[config.mk]
export PLATFORM = sky130hd
export DESIGN_NAME = shift_chain_ctrl
export DESIGN_NICKNAME = d
export VERILOG_FILES = /design/src/rtl/shift_chain_ctrl.sv
export SDC_FILE = /design/constraint.sdc
export NUM_CORES = 1
export LEC_CHECK = 0
export CAP_MARGIN = 10
export CORE_MARGIN = 1
export CORE_UTILIZATION = 47
export DETAILED_ROUTE_END_ITERATION = 10
export GPL_TIMING_DRIVEN = 1
export PLACE_DENSITY = 0.85
export SYNTH_ARGS = -nofsm -noshare
export SYNTH_HDL_FRONTEND = slang
export SYNTH_SLANG_ARGS = --single-unit
[constraint.sdc]
create_clock -name clk -period 2.05 [get_ports clk]
set_clock_uncertainty 0.1 [all_clocks]
set_input_delay 0.3075 -clock clk [delete_from_list [all_inputs] [get_ports clk]]
set_output_delay 0.3075 -clock clk [all_outputs]
set_load 0.02 [all_outputs]
[src/rtl/shift_chain_ctrl.sv]
`default_nettype none
// ============================================================================
// Module   : shift_chain_ctrl
// Desc     : Serializes words LSB-first into a long shift chain and owns its
//            shift enable and clear. Define SHIFT_CHAIN_READBACK_EN to also
//            deserialize chain_so into words on the read port.
// Revision : 1.0 - initial release
// ============================================================================
module shift_chain_ctrl #(
    parameter int CHAIN_LEN = 1024,
    parameter int WORD_W    = 8
) (
    input  logic              clk,
    input  logic              clr,
    input  logic              start,
    input  logic              clr_chain,
    output logic              busy,
    output logic              done,
    input  logic [WORD_W-1:0] wr_data,
    input  logic              wr_valid,
    output logic              wr_ready,
    output logic [WORD_W-1:0] rd_data,
    output logic              rd_valid,
    input  logic              rd_ready,
    output logic              chain_si,
    input  logic              chain_so,
    output logic              chain_en,
    output logic              chain_clr
);

    localparam int c_NUM_WORDS = CHAIN_LEN / WORD_W;
    localparam int c_WCNT_W    = (c_NUM_WORDS > 1) ? $clog2(c_NUM_WORDS) : 1;
    localparam int c_BCNT_W    = (WORD_W > 1) ? $clog2(WORD_W) : 1;

    localparam logic [c_WCNT_W-1:0] c_LAST_WORD = c_WCNT_W'(c_NUM_WORDS - 1);
    localparam logic [c_BCNT_W-1:0] c_LAST_BIT  = c_BCNT_W'(WORD_W - 1);

    localparam logic [2:0] c_IDLE  = 3'd0;
    localparam logic [2:0] c_CLEAR = 3'd1;
    localparam logic [2:0] c_LOAD  = 3'd2;
    localparam logic [2:0] c_SHIFT = 3'd3;
`ifdef SHIFT_CHAIN_READBACK_EN
    localparam logic [2:0] c_DRAIN = 3'd4;
`endif
    localparam logic [2:0] c_DONE  = 3'd5;

    logic [2:0]          r_state;
    logic [2:0]          w_state_nxt;
    logic [c_WCNT_W-1:0] r_word_cnt;
    logic [c_BCNT_W-1:0] r_bit_cnt;
    logic [WORD_W-1:0]   r_buf;
    logic                w_last_bit;
    logic                w_last_word;

    assign w_last_bit  = (r_bit_cnt == c_LAST_BIT);
    assign w_last_word = (r_word_cnt == c_LAST_WORD);

`ifdef SHIFT_CHAIN_READBACK_EN
    logic [WORD_W-1:0] r_cap;
    // The word counter has already advanced (and may have wrapped) by the
    // time DRAIN decides, so the last-word decision is kept from SHIFT.
    logic              r_more;
`endif

    always_comb begin
        w_state_nxt = r_state;
        case (r_state)
            c_IDLE:  if (start) w_state_nxt = clr_chain ? c_CLEAR : c_LOAD;
            c_CLEAR: w_state_nxt = c_LOAD;
            c_LOAD:  if (wr_valid) w_state_nxt = c_SHIFT;
            c_SHIFT: begin
                if (w_last_bit) begin
`ifdef SHIFT_CHAIN_READBACK_EN
                    w_state_nxt = c_DRAIN;
`else
                    w_state_nxt = w_last_word ? c_DONE : c_LOAD;
`endif
                end
            end
`ifdef SHIFT_CHAIN_READBACK_EN
            c_DRAIN: if (rd_ready) w_state_nxt = r_more ? c_LOAD : c_DONE;
`endif
            c_DONE:  w_state_nxt = c_IDLE;
            default: w_state_nxt = c_IDLE;
        endcase
    end

    always_ff @(posedge clk) begin
        if (clr) begin
            r_state    <= c_IDLE;
            r_word_cnt <= '0;
            r_bit_cnt  <= '0;
            r_buf      <= '0;
        end else begin
            r_state <= w_state_nxt;
            case (r_state)
                c_IDLE: begin
                    r_word_cnt <= '0;
                    r_bit_cnt  <= '0;
                end
                c_LOAD: begin
                    if (wr_valid) begin
                        r_buf     <= wr_data;
                        r_bit_cnt <= '0;
                    end
                end
                c_SHIFT: begin
                    if (w_last_bit) begin
                        r_bit_cnt  <= '0;
                        r_word_cnt <= r_word_cnt + c_WCNT_W'(1);
                    end else begin
                        r_bit_cnt <= r_bit_cnt + c_BCNT_W'(1);
                    end
                end
                default: ;
            endcase
        end
    end

`ifdef SHIFT_CHAIN_READBACK_EN
    // chain_so is the chain's registered last bit, so the value seen during
    // a SHIFT cycle is the bit leaving the chain on that cycle's edge.
    always_ff @(posedge clk) begin
        if (clr) begin
            r_cap  <= '0;
            r_more <= 1'b0;
        end else if (r_state == c_SHIFT) begin
            r_cap[r_bit_cnt] <= chain_so;
            if (w_last_bit) r_more <= !w_last_word;
        end
    end

    assign rd_valid = (r_state == c_DRAIN);
    assign rd_data  = rd_valid ? r_cap : '0;
`else
    logic w_unused_rd;
    assign w_unused_rd = chain_so ^ rd_ready;

    assign rd_valid = 1'b0;
    assign rd_data  = '0;
`endif

    assign busy      = (r_state != c_IDLE);
    assign done      = (r_state == c_DONE);
    assign wr_ready  = (r_state == c_LOAD);
    assign chain_en  = (r_state == c_SHIFT);
    assign chain_clr = (r_state == c_CLEAR);
    assign chain_si  = chain_en & r_buf[r_bit_cnt];

endmodule
`default_nettype wire

Word-level counts from Yosys, hierarchy flattened
Index checks and enable logic that the tools add are counted.
Widths: inputs -> output; s select.
{ "word_totals": {"output_inout_bits": 15, "ff_bits": 21, "n_memories": 0, "ramBits": 0, "in_bits": 15, "romBits": 0, "latchBits": 0} }
{ "classes": {"n_mul": 0, "eq_ne": 9, "div_mod_pow": 0, "shifts": 0, "n_addsub": 2, "n_lt_le_gt_ge": 1, "mux": 13, "n_reduce_logical": 8, "n_bitwise": 1} }
{ "op_table": {"columns": ["op", "count"], "rows": [
  ["$mux 3", 6],
  ["$pmux 7 s2", 1],
  ["$pmux 3 s4", 1],
  ["$pmux 3 s3", 1],
  ["$add 7x1->7 const B", 1],
  ["$eq 7x7->1 const B", 1],
  ["$mux 7", 1],
  ["$eq 3x2->1 const B", 2],
  ["$eq 3x3->1 const B", 2],
  ["$reduce_and 2->1", 3],
  ["$reduce_bool 3->1", 2],
  ["$lt 3x4->1 const B", 1],
  ["$ne 2x2->1 const B", 2],
  ["$add 3x1->3 const B", 1],
  ["$bmux 1 s3", 1],
  ["$eq 3x1->1 const B", 1],
  ["$logic_not 3->1", 1],
  ["$reduce_and 3->1", 1],
  ["$mux 2", 1],
  ["$ne 2x1->1 const B", 1],
  ["$reduce_bool 2->1", 1],
  ["$and 1x1->1", 1],
  ["$mux 1", 1]
]} }

Logic depth before layout (Yosys ltp)
{ "depth": {"word_depth": 4, "depth_mapped": 7, "depth_no_buf": 6} }

Worst setup path before layout
No wires, ideal clock.
{ "synth_timing": {"path_type": "reg-to-reg", "start": "register r_bit_cnt[0]", "end": "register r_word_cnt[6]", "period_less_slack_ns": 1.634, "path_stages_with_launch": 6, "path_slack_ns": 0.416, "setup_time_ns": 0.074, "arrival_ns": 1.460, "path_cell_list": "dfxtp_1 -> ha_1 -> ha_1 -> nand4b_4 -> or3_1 -> a31oi_1"} }
{ "synth_via": {"elab_chain_len": 3} }
{ "synth_lines": {"columns": ["item", "line_no", "text"], "rows": [
  ["start, declared", "50", "logic [c_BCNT_W-1:0] r_bit_cnt;"],
  ["start signal, assigned", "112", "r_bit_cnt <= r_bit_cnt + c_BCNT_W'(1);"],
  ["$eq 3x3->1", "55", "assign w_last_bit = (r_bit_cnt == c_LAST_BIT);"],
  ["$ne 2x1->1 (no source line)", null, null],
  ["$reduce_and 2->1 (no source line)", null, null],
  ["end signal, assigned", "110", "r_word_cnt <= r_word_cnt + c_WCNT_W'(1);"],
  ["end, declared", "49", "logic [c_WCNT_W-1:0] r_word_cnt;"]
]} }
No other way between the ends.
A chain may end at the register's enable or synchronous reset.

Final worst setup path
{ "layout_timing": {"start": "register r_state[2]", "end": "output port chain_en"} }
{ "layout_via": {"elab_chain_len": 1} }
{ "layout_lines": {"columns": ["item", "line_no", "text"], "rows": [
  ["start, declared", "47", "logic [2:0] r_state;"],
  ["start signal, assigned", "90", "r_state <= c_IDLE;"],
  ["start signal, assigned", "95", "r_state <= w_state_nxt;"],
  ["$eq 3x2->1", "146", "assign chain_en = (r_state == c_SHIFT);"],
  ["end, declared", "27", "output logic chain_en,"]
]} }
No other way between the ends.

==> impl_metrics.toml <==
[hold_path]
hold_depth = 2
min_path_type = "flop to flop"
min_from = "r_buf[5]$_SDFFE_PP0P_"

[timing]
drv_slew = 0
finalSetupViolCount = 0
worst_hold_slack_ns = 0.4086
finalCritPeriodShare_pct = 96.31
max_freq_mhz = 506.5
finalHoldViolCount = 0
finalCriticalPeriod_ns = 1.974
rsz0062_at_grt = "no"

[critical_path]
rr_startpoint = "r_bit_cnt[0]$_SDFFE_PP0P_"
worst-endpoint-required_ns = 1.64
worstRegToRegCells = 6
cp_max_fo = 5
cp-start-kind = "flop"
cp-end-kind = "primary output"
worstPathArrival_ns = 1.57
crit_start = "r_state[2]$_SDFFE_PP0P_"
critPathKind = "flop to primary output"

[floorplanning]
die_h_um = 51.54
die_area_um2 = 2656
coreArea_um2 = 2255
ios = 30
die_width_um = 51.54
row_count = 17
start_util_pct = 51.17

[clock_network]
numCtsBuffers = 3
cts_root_buf = "clkbuf_4"
cts_sinks = 21
clock_latency_ns = 0.30
h-tree-depth = 1
hold_buffers = 0
cts.clk_slew.worst_paths_ns = 0.12
cts_tree = "yes"
cts_setup_buffers = 0
clockBufferDepth = 2

[synth]
synthCells = 129
synth_flop_cell = "dfxtp_1"
async_flop_share_pct = 0
syn_area_um2 = 1154
synth_cell_types = 36
avgSynthCellArea_um2 = 8.943
synth_seq_cells = 21
synth_seq_area_share_pct = 36.44
ys_warn_count = 0
synth-edff-count = 0

[placed_design]
hpwl_um = 1680
dp_cells = 175
port_buffers = 18
gp_congestion = 0.8254

[route]
final_antenna_net_count = 0
num_vias = 936
avgViaCountPerCell = 5.229
drt_iter0_drc = 14
drt_pass1_iterations = 4
wirelength_um = 2101
drc = 0
post_drt_wl_per_cell_um = 11.74

[grt]
grt_pass1_wl_um = 3567
antenna_found_initial = 0
grt_pass1_vias = 868
grt_max_degree = 13
track_usage_pct = 17.84
grt-ovfl-total = 0

[power]
p_per_area_nw_per_um2 = 689.2
p_leak_nw = 0.5571
worst_ir_drop_vdd_mv = 0.4319

[layout]
multiInputGateArea_um2 = 654.4
layout_common_cells = "23 x nor2_1, 20 x dfxtp_1, 13 x clkdlybuf4s50_1"
drive_gt1_share_pct = 13.25
nets = 170
seq_area_um2 = 421.7
nFillCells = 213
finalNonFillerCells = 179
n_antenna_cell = 0
syn_to_final_growth_pct = 18.11
final_common_cell = "nor2_1"

[job]
maxCapViolations = 0

[outcome]
outcome = "finished, final reports clean"
-- critical path: stages (launching register included) --
cell             delay (ns)
dfxtp_1                0.33
nand2b_4               0.16
or2_1                  0.28
inv_1                  0.14
clkdlybuf4s15_1        0.35
-- cells in the mapped netlist, types with 2 or more instances --
cell,number,area (µm²)
or2_1,2,12.51
and2_1,2,12.51
nand3_1,7,35.03
a22o_1,3,26.28
nor2_1,23,86.33
buf_4,11,82.58
a21oi_1,7,35.03
nand2_1,7,26.28
or3_1,2,12.51
xnor2_1,3,26.28
ha_1,3,37.54
mux2i_1,9,90.09
mux4_2,2,45.04
a31oi_1,2,12.51
clkbuf_1,2,7.510
dfxtp_1,21,420.4
nor3_1,2,10.01
nand2b_1,2,12.51
inv_1,2,7.510
-- registers in the layout (all words and copies together), names as in the netlist --
signal,count
r_buf,8
r_bit_cnt,3
r_word_cnt,7
r_state,3
-- cell families after synthesis --
logic type | after synthesis | share of synthesized area [%]
XOR/XNOR | 4 | 3.037
flip-flops | 21 | 36.44
AO/OA/AOI/OAI | 18 | 10.85
adder cells (fa/ha/maj) | 3 | 3.254
multiplexers | 11 | 11.71
AND/OR/NAND/NOR | 55 | 24.95
buffers and inverters | 16 | 9.436
other | 1 | 0.3251
-- stage by stage --
stage	setup WS, ns	area [µm²]	total power, mW	TNS, ns	util [%]
floorplan	0.4161	1184	0.6874	0	-
global placement	0.02510	1343	0.7512	0	59.55
detailed placement	-0.001414	1343	0.7599	-0.001414	59.55
CTS	0.03838	1361	0.9514	0	60.38
global route	0.02005	1363	0.9950	0	60.43
finish	0.07573	1363	0.9391	0	60.43
-- timing repair --
item                       4_1_cts  5_1_grt
resized for setup                9        1
pin swaps                        0        0
setup endpoints to repair        5        1
hold endpoints to repair         0        0
-- worst paths after layout --
kind / to / slack [ns]
setup / recovery: chain_en / 0.08
hold reg to reg: r_buf[5]$_SDFFE_PP0P_ / 0.41
setup reg to reg: r_word_cnt[6]$_SDFFE_PP0P_ / 0.20
hold / removal: r_buf[5]$_SDFFE_PP0P_ / 0.41
-- final cells by class --
cell class	instances	area share [%]
multi-input combinational	100	48.03
sequential	21	30.95
timing repair buffer	24	15.89
tap	28	2.571
clock buffer	3	1.653
inverter	2	0.5510
clock inverter	1	0.3673
-- where the power goes --
group | total, mW | internal [mW] | switching, mW
Clock | 0.197 | 0.0728 | 0.125
Sequential | 0.443 | 0.430 | 0.0132
Combinational | 0.298 | 0.131 | 0.168
-- routing by layer --
metal | part of all wire (%) | GRT usage [%] | vias up | wire (µm)
met5 | 0 | 0 | - | 0
met4 | 1.7 | 9.459 | 0 | 36
met3 | 3.7 | 1.754 | 4 | 78
met2 | 51 | 31.82 | 25 | 1067
met1 | 44 | 20.89 | 432 | 918
li1 | - | - | 475 | -
(Power assumes the default switching activity.)
